`src/rtl/vga_pkg.sv`:
```
// Shared types and defaults for the VGA raster timing generator.
// Default geometry is 640x480@60 from a 50 MHz clock (pixel = 2 clk).
package vga_pkg;

    typedef enum logic [1:0] {
        ACTIVE = 2'd0,
        FRONT  = 2'd1,
        SYNC   = 2'd2,
        BACK   = 2'd3
    } region_t;

    localparam int DEF_CLK_DIV  = 2;
    localparam int DEF_H_ACTIVE = 640;
    localparam int DEF_H_FP     = 16;
    localparam int DEF_H_SYNC   = 96;
    localparam int DEF_H_BP     = 48;
    localparam int DEF_V_ACTIVE = 480;
    localparam int DEF_V_FP     = 10;
    localparam int DEF_V_SYNC   = 2;
    localparam int DEF_V_BP     = 33;

    // Length of one full axis period (line in pixels, or frame in lines).
    function automatic int total(input int act, input int fp, input int sy, input int bp);
        return act + fp + sy + bp;
    endfunction

endpackage

```
`src/rtl/vga_axis_counter.sv`:
```
// One raster axis: position counter plus ACTIVE/FRONT/SYNC/BACK region FSM.
// Used once per axis; the vertical copy is enabled only on the horizontal wrap tick.
// region_nxt is the lookahead state so the parent can register decoded
// outputs that line up with cnt on the same edge.
module vga_axis_counter
    import vga_pkg::*;
#(
    parameter int ACT = DEF_H_ACTIVE,
    parameter int FP  = DEF_H_FP,
    parameter int SY  = DEF_H_SYNC,
    parameter int BP  = DEF_H_BP
) (
    input  logic       clk,
    input  logic       rst,
    input  logic       en,
    output logic [9:0] cnt,
    output region_t    region,
    output region_t    region_nxt,
    output logic       wrap
);

    localparam int         TOTAL    = total(ACT, FP, SY, BP);
    localparam logic [9:0] ACT_LAST = 10'(ACT - 1);
    localparam logic [9:0] FP_LAST  = 10'(ACT + FP - 1);
    localparam logic [9:0] SY_LAST  = 10'(ACT + FP + SY - 1);
    localparam logic [9:0] TOT_LAST = 10'(TOTAL - 1);

    logic [9:0] cnt_nxt;

    assign wrap = (cnt == TOT_LAST);

    // Next position and region; regions change on the tick at region end-1.
    always_comb begin
        cnt_nxt    = cnt;
        region_nxt = region;
        if (en) begin
            cnt_nxt = wrap ? 10'd0 : cnt + 10'd1;
            case (region)
                ACTIVE:  if (cnt == ACT_LAST) region_nxt = FRONT;
                FRONT:   if (cnt == FP_LAST)  region_nxt = SYNC;
                SYNC:    if (cnt == SY_LAST)  region_nxt = BACK;
                BACK:    if (wrap)            region_nxt = ACTIVE;
                default:                      region_nxt = ACTIVE;
            endcase
        end
    end

    // Position and region state registers.
    always_ff @(posedge clk or posedge rst) begin
        if (rst) begin
            cnt    <= 10'd0;
            region <= ACTIVE;
        end else begin
            cnt    <= cnt_nxt;
            region <= region_nxt;
        end
    end

endmodule

```
`src/rtl/vga_timing_gen.sv`:
```
// VGA raster timing: pixel divider, x/y scan counters, registered sync/blank,
// frame_start pulse and DAC control pins.
// Optional: define VGA_FRAME_CNT_EN to add an 8-bit wrapping frame counter.
module vga_timing_gen
    import vga_pkg::*;
#(
    parameter int CLK_DIV  = DEF_CLK_DIV,
    parameter int H_ACTIVE = DEF_H_ACTIVE,
    parameter int H_FP     = DEF_H_FP,
    parameter int H_SYNC   = DEF_H_SYNC,
    parameter int H_BP     = DEF_H_BP,
    parameter int V_ACTIVE = DEF_V_ACTIVE,
    parameter int V_FP     = DEF_V_FP,
    parameter int V_SYNC   = DEF_V_SYNC,
    parameter int V_BP     = DEF_V_BP,
    parameter int SYNC_POL = 0
) (
    input  logic       clk,
    input  logic       rst,
    output logic [9:0] x,
    output logic [9:0] y,
    output logic       hsync,
    output logic       vsync,
    output logic       blank_n,
    output logic       sync_n,
    output logic       vga_clk,
    output logic       pix_tick,
    output logic       frame_start
`ifdef VGA_FRAME_CNT_EN
    ,
    output logic [7:0] frame_cnt
`endif
);

    localparam int               DIV_W    = (CLK_DIV > 1) ? $clog2(CLK_DIV) : 1;
    localparam logic [DIV_W-1:0] DIV_LAST = DIV_W'(CLK_DIV - 1);
    localparam logic             SYNC_ON  = (SYNC_POL != 0);

    logic [DIV_W-1:0] div_cnt;
    logic             h_wrap;
    logic             v_wrap;
    logic             frame_wrap;
    region_t          h_region;
    region_t          v_region;
    region_t          h_region_nxt;
    region_t          v_region_nxt;
    logic             unused_region;

    assign pix_tick   = (div_cnt == DIV_LAST);
    assign frame_wrap = pix_tick & h_wrap & v_wrap;
    assign sync_n     = 1'b0;

    // Current-state regions are only observed by the lookahead path.
    assign unused_region = ^{h_region, v_region};

    // Pixel clock divider; holds at 0 when every clk is a pixel.
    always_ff @(posedge clk or posedge rst) begin
        if (rst) begin
            div_cnt <= '0;
        end else if (pix_tick) begin
            div_cnt <= '0;
        end else begin
            div_cnt <= div_cnt + DIV_W'(1);
        end
    end

    // DAC pixel clock: with no division the board clock is passed straight through.
    generate
        if (CLK_DIV == 1) begin : g_clk_pass
            assign vga_clk = clk;
        end else begin : g_clk_div
            assign vga_clk = (div_cnt >= DIV_W'(CLK_DIV / 2));
        end
    endgenerate

    vga_axis_counter #(
        .ACT(H_ACTIVE), .FP(H_FP), .SY(H_SYNC), .BP(H_BP)
    ) u_h (
        .clk(clk), .rst(rst), .en(pix_tick),
        .cnt(x), .region(h_region), .region_nxt(h_region_nxt), .wrap(h_wrap)
    );

    vga_axis_counter #(
        .ACT(V_ACTIVE), .FP(V_FP), .SY(V_SYNC), .BP(V_BP)
    ) u_v (
        .clk(clk), .rst(rst), .en(pix_tick & h_wrap),
        .cnt(y), .region(v_region), .region_nxt(v_region_nxt), .wrap(v_wrap)
    );

    // Sync/blank registered from the lookahead regions so they change on the same edge as x/y.
    always_ff @(posedge clk or posedge rst) begin
        if (rst) begin
            hsync       <= ~SYNC_ON;
            vsync       <= ~SYNC_ON;
            blank_n     <= 1'b1;
            frame_start <= 1'b0;
        end else begin
            if (pix_tick) begin
                hsync   <= (h_region_nxt == SYNC) ? SYNC_ON : ~SYNC_ON;
                vsync   <= (v_region_nxt == SYNC) ? SYNC_ON : ~SYNC_ON;
                blank_n <= (h_region_nxt == ACTIVE) && (v_region_nxt == ACTIVE);
            end
            frame_start <= frame_wrap;
        end
    end

`ifdef VGA_FRAME_CNT_EN
    // Frame counter steps on the same edge that raises frame_start.
    always_ff @(posedge clk or posedge rst) begin
        if (rst) begin
            frame_cnt <= 8'd0;
        end else if (frame_wrap) begin
            frame_cnt <= frame_cnt + 8'd1;
        end
    end
`endif

endmodule
```
`config.mk`:
```
export PLATFORM = sky130hd
export DESIGN_NAME = vga_timing_gen
export DESIGN_NICKNAME = d
export VERILOG_FILES = /design/src/rtl/vga_pkg.sv /design/src/rtl/vga_axis_counter.sv /design/src/rtl/vga_timing_gen.sv
export SDC_FILE = /design/constraint.sdc
export NUM_CORES = 1
export LEC_CHECK = 0
export ABC_CLOCK_PERIOD_IN_PS = 4000
export CAP_MARGIN = 20
export CORE_MARGIN = 2
export CORE_UTILIZATION = 45
export CTS_CLUSTER_SIZE = 10
export DETAILED_ROUTE_END_ITERATION = 10
export PLACE_DENSITY = 0.7
export SYNTH_ARGS = -nofsm -noshare
export SYNTH_HDL_FRONTEND = slang
export SYNTH_HIERARCHICAL = 1
export SYNTH_SLANG_ARGS = --single-unit
```
`constraint.sdc`:
```
create_clock -name clk -period 4 [get_ports clk]
set_input_delay 0.4 -clock clk [delete_from_list [all_inputs] [get_ports clk]]
set_output_delay 0.4 -clock clk [all_outputs]
set_load 0.1 [all_outputs]
```
==> impl_metrics.ini, run 1 <==
[outcome]
status = finished clean

[worst_setup_path]
critPathMaxFanout = 11
criticalPathCategory = reg2reg
endpoint_kind = register
r2r_start = u_h/cnt[0]
crit_arrival_ns = 3.31
start_kind = register
crit_start = u_h/cnt[0]
required_ns = 4.28

[yosys]
ys_top_cells_by_area = dfrtp_1, dfstp_2, nand2_1
syn_inst = 162
synth_area_um2 = 1630
syn-num-nets = 168
synth_seq_cells = 29
async_reset_ff_share_pct = 100
synth_cell_types = 56
ys.flop_type = dfrtp_1
ys_warn_count = 6
synth_seq_area_share_pct = 44.7
synth_top_area_cell = dfrtp_1
synth_edf_count = 0
yosysMostFrequentCell = dfrtp_1
syn_area_per_cell_um2 = 10.1
synth_common_cells = dfrtp_1, nand2_1, inv_1
synth_top_area_share_pct = 39.9

[clocking]
tritoncts = done
path_clk_slew_ns = 0.11
cts_max_path_buffers = 2
post-cts-setup-buffers = 0
cts_root_buffer = clkbuf_4
h-tree-depth = 2
cts_hold_buf = 0
cts-resized-gates = 0
clock_latency_ns = 0.34
cts_buffers = 5
clock-sinks = 29

[drt]
postRouteAntennaNets = 0
via_per_inst = 5.63
vias = 1311
wirelength_um = 3580
route.detailed.drc = 0
firstDrtPassIters = 4
avgRoutedWirePerCell_um = 15.4
drtIter0Drc = 67

[layout]
area_delta_synth_final_pct = 21.2
layout.nets = 192
layout-drive-gt1-share_pct = 9.09
fillers = 327
n_antenna_cell = 0
fin_cells = 233

[global_routing]
grt_usage_pct = 19.0
grt_max_degree = 21
antenna_found_initial = 0
gr-total-overflow = 0
grt_pass1_wl_um = 6070
grt_pass1_vias = 1266

[floorplanning]
io_pins = 29
chipHeight_um = 64.2
core_area_um2 = 3420
start_util_pct = 47.8
num_rows = 21
die_area_um2 = 4120
die_w_um = 64.2

[min_path]
hp-class = in2async

[timing]
setup_ws_ns = 0.963
tns_ns = 0
finalMaxSlewViolations = 0
min_period_ns = 3.04
fmax_mhz = 329
fin_skew_ns = 0.00687
report.final.setup_viol = 0
rsz0062_at_grt = no
worst-slew-pin-transition_ns = 0.978
hold_violations = 0
fin_crit_sh_pct = 75.9
slew_headroom_pct = 34.6

[placed_design]
dp_cells = 225
dp_hpwl_um = 2510
place_ws_ns = 1.03
io_buffers = 27
globalplace.congestion = 0.836

[power]
peakVddDrop_mv = 0.233
p_per_area_nw_per_um2 = 279
leakagePower_uw = 0.000855

[job]
cap_violations = 0
final timing paths:
path                       cells after the start          end  slack, ns
setup / recovery                               8      blank_n       0.96
hold / removal                                 2  frame_start       0.30
setup reg to reg                               8      blank_n       0.96
hold reg to reg                                2        hsync       0.51
max in group asynchronous                      2   u_v/cnt[9]       3.23
min in group clk                               2        hsync       0.51
per-layer routing:
metal  track usage, %  wire length, um  part of all wire [%]  up-vias
li1                 -                -                     -      633
met1             24.4             1710                    48      642
met2             29.9             1680                    47       32
met3             5.63              145                   4.1        4
met4             7.98               36                   1.0        0
met5                0                0                     0        -
layout by cell type, fill, tap and decap left out, types with 4 or more instances in the layout:
cell,instances
and3_1,4
ha_1,4
inv_1,12
nand4_1,5
clkdlybuf4s50_1,27
o21ai_0,6
clkbuf_4,5
nor2_1,8
xor2_1,5
dfrtp_1,26
nand2_1,14
nand3_1,7
layout make-up:
type / instances / area [um^2] / area share, %
clock inverters: 3 / 46.3 / 2.34
repair buffers: 27 / 270 / 13.7
well taps: 46 / 57.6 / 2.91
inverters: 12 / 45.0 / 2.28
multi-input cells: 111 / 791 / 40.0
flip-flops and latches: 29 / 729 / 36.9
clock buffers: 5 / 37.5 / 1.90
logic make-up after synthesis:
group / after synthesis / share of synthesized area, %
other cells: 1 / 0.230
fa+ha+maj: 4 / 3.07
xor+xnor: 8 / 4.29
flops: 29 / 44.7
buf+inv: 22 / 6.82
mux: 2 / 1.61
simple gates: 67 / 25.5
compound gates: 29 / 13.8
state kept, by name, summed over array words and instances (netlist names):
name         cells
u_v/cnt         10
hsync            1
pix_tick         1
blank_n          1
u_h/cnt         10
u_h/region       2
frame_start      1
vsync            1
u_v/region       2
where the power goes:
group / switching, uW / internal [uW] / leakage, uW
clock network: 116 / 132 / 0.0000414
registers: 0 / 293 / 0.000380
logic: 10.0 / 1.07 / 0.000433
total: 126 / 426 / 0.000855
critical path: stages (launching register included):
cell,delay [ns]
dfrtp_1,0.42
ha_1,0.25
nand4_1,0.30
nor3_2,0.44
and2_1,0.42
nand2_1,0.16
o41ai_1,0.59
nor4_1,0.09
mux2_1,0.31
through the flow:
stage | util (%) | hold WS [ns] | cell area (um^2) | power, uW
2_1_floorplan | - | 0.176 | 1630 | 308
3_3_place_gp | 55.4 | 0.488 | 1890 | 310
3_5_place_dp | 55.4 | 0.498 | 1890 | 310
4_1_cts | 57.9 | 0.285 | 1980 | 561
5_1_grt | 57.9 | 0.285 | 1980 | 578
6_report | 57.9 | 0.305 | 1980 | 552
Note: power is estimated with default switching activity, not from simulation.
==> run 2, diff against run 1 <==
--- a/config.mk
+++ b/config.mk
@@ -5,13 +5,13 @@
 export SDC_FILE = /design/constraint.sdc
 export NUM_CORES = 1
 export LEC_CHECK = 0
-export ABC_CLOCK_PERIOD_IN_PS = 4000
+export ABC_CLOCK_PERIOD_IN_PS = 2500
 export CAP_MARGIN = 20
 export CORE_MARGIN = 2
 export CORE_UTILIZATION = 45
 export CTS_CLUSTER_SIZE = 10
 export DETAILED_ROUTE_END_ITERATION = 10
-export PLACE_DENSITY = 0.7
+export PLACE_DENSITY = 0.73
 export SYNTH_ARGS = -nofsm -noshare
 export SYNTH_HDL_FRONTEND = slang
 export SYNTH_HIERARCHICAL = 1
==> constraint.sdc (replaced) <==
create_clock -name clk -period 2.5 [get_ports clk]
set_input_delay 0.25 -clock clk [delete_from_list [all_inputs] [get_ports clk]]
set_output_delay 0.25 -clock clk [all_outputs]
set_load 0.1 [all_outputs]
==> run 2 against run 1 <==
Effect of this change:
- count of clock-buffer cells in the layout grew 2
- cell area increased by 1.5%
- global-route usage is 1.2 points higher
- sequential cell count is the same
- clock skew is essentially flat
- clock power up 35%
- utilization rose by 0.84 points
- highest routed layer unchanged
==> impl_metrics.ini, run 2 (synthesis gave the netlist of run 1 again) <==
[clocking]
cts_buffers = 5
cts_root_buffer = clkbuf_4
path_clk_slew_ns = 0.09
h-tree-depth = 2
clock-sinks = 29
cts_max_path_buffers = 2
clock_latency_ns = 0.33
cts_hold_buf = 0
tritoncts = done

[power]
leakagePower_uw = 0.000906
pwr-share-seq_pct = 57.1
p_switching_uw = 187
peakVddDrop_mv = 0.334
switching_share_pct = 22.8
cell_internal_pwr_uw = 633
combinationalPowerShare_pct = 2.2
p_per_area_nw_per_um2 = 409
clock_power_share_pct = 40.7

[worst_setup_path]
start_kind = register
criticalPathCategory = reg2reg
endpoint_kind = register
critPathMaxFanout = 9
critPathBufInv = 1
crit_arrival_ns = 2.62
crit_start = u_h/cnt[1]
r2r_start = u_h/cnt[1]
cpPeakStageDelay_ns = 0.46
cp_slowest_cell = dfrtp_4
cp_cell_sequence = ha_4 > nand4_1 > nor3_4 > and2_4 > buf_4 > nand4b_1 > o221ai_2 > o41ai_2 > nor4_1 > mux2_1
required_ns = 2.78
critPathTopFamily = simple AND/OR/NAND/NOR gates

[floorplanning]
chipHeight_um = 64.2
die_w_um = 64.2
start_util_pct = 47.8
io_pins = 29
die_area_um2 = 4120
core_area_um2 = 3420
num_rows = 21

[timing]
fin_crit_sh_pct = 93.6
worst-slew-pin-transition_ns = 0.513
fin_skew_ns = 0.00674
finalMaxSlewViolations = 0
slew_headroom_pct = 64.9
min_period_ns = 2.34
report.final.setup_viol = 0
hold_violations = 0
fmax_mhz = 427

[outcome]
status = finished clean

[drt]
firstDrtPassIters = 4
vias = 1350
wirelength_um = 3740
postRouteAntennaNets = 0
avgRoutedWirePerCell_um = 15.7
via_per_inst = 5.67
drtIter0Drc = 88
route.detailed.drc = 0

[layout]
layout.nets = 197
fillers = 316
reg.largest.list = u_h/cnt x10, u_v/cnt x10
fin_area_um2 = 2010
multiInputGateArea_um2 = 843
layout-drive-gt1-share_pct = 33.3
seqCellArea_um2 = 747
final_cell_mix = buf_4, dfrtp_1, nand2_1, inv_1
n_antenna_cell = 0
area_delta_synth_final_pct = 22.9
fin_util_pct = 58.7
layout_commonest_cell = buf_4

[job]
cap_violations = 0

[placed_design]
placed_cell_area_um2 = 1900
globalplace.congestion = 0.862
io_buffers = 27
dp_hpwl_um = 2650

[global_routing]
gr-total-overflow = 0
antenna_found_initial = 0
grt_usage_pct = 20.2
grt_pass1_vias = 1284
grt_pass1_wl_um = 6330
grt_max_degree = 14

[min_path]
hp-class = in2async
==> run 2: routing by layer <==
layer | routed length [um] | vias up | share of wire (%) | track usage, %
met5 | 0 | - | 0 | 0
li1 | - | 646 | - | -
met1 | 1780 | 663 | 47 | 28.7
met4 | 33 | 0 | 0.88 | 6.38
met2 | 1760 | 37 | 47 | 29.0
met3 | 172 | 4 | 4.6 | 6.51
==> run 2: worst paths after layout <==
path | endpoint | slack, ns | cells past startpoint
max | blank_n | 0.16 | 10
min | frame_start | 0.16 | 2
max reg2reg | blank_n | 0.16 | 10
min reg2reg | hsync | 0.51 | 2
max in group asynchronous | u_h/cnt[1] | 1.84 | 2
min in group clk | hsync | 0.51 | 2
==> run 2: final cells by class <==
cell class	instances	area share (%)
Multi-Input combinational cell	111	42.0
Tap cell	46	2.87
Timing Repair Buffer	32	12.1
Sequential cell	29	37.2
Inverter	12	2.25
Clock inverter	1	0.250
Clock buffer	7	3.24
==> run 2: per-stage QoR <==
step	worst slack [ns]	power (uW)	instances	setup TNS (ns)	hold WS [ns]
final	0.160	821	238	0	0.160
after CTS	0.131	833	238	0	0.152
after floorplan	-0.250	493	162	-0.417	0.0263
after global routing	-0.0327	857	238	-0.0327	0.206
after detailed placement	0.154	497	230	0	0.492
after global placement	0.279	496	230	0	0.484
==> run 2: worst reg2reg max path, stage by stage (launching register included) <==
cell	delay, ns
dfrtp_4	0.46
ha_4	0.16
nand4_1	0.16
nor3_4	0.18
and2_4	0.18
buf_4	0.16
nand4b_1	0.20
o221ai_2	0.26
o41ai_2	0.13
nor4_1	0.22
mux2_1	0.17
==> run 2: power by group through the flow <==
stage               combinational [uW]  sequential [uW]  clock (uW)
detailed placement                18.9              478           0
global placement                  18.4              478           0
CTS                               19.1              469         345
floorplan                         14.9              478           0
global route                      20.9              469         367
finish                            17.8              469         334
==> run 2: what timing repair did <==
action                                  in CTS  in global routing
resized for setup                            0                  7
setup buffers                                0                  0
endpoints found under the setup margin       0                  1
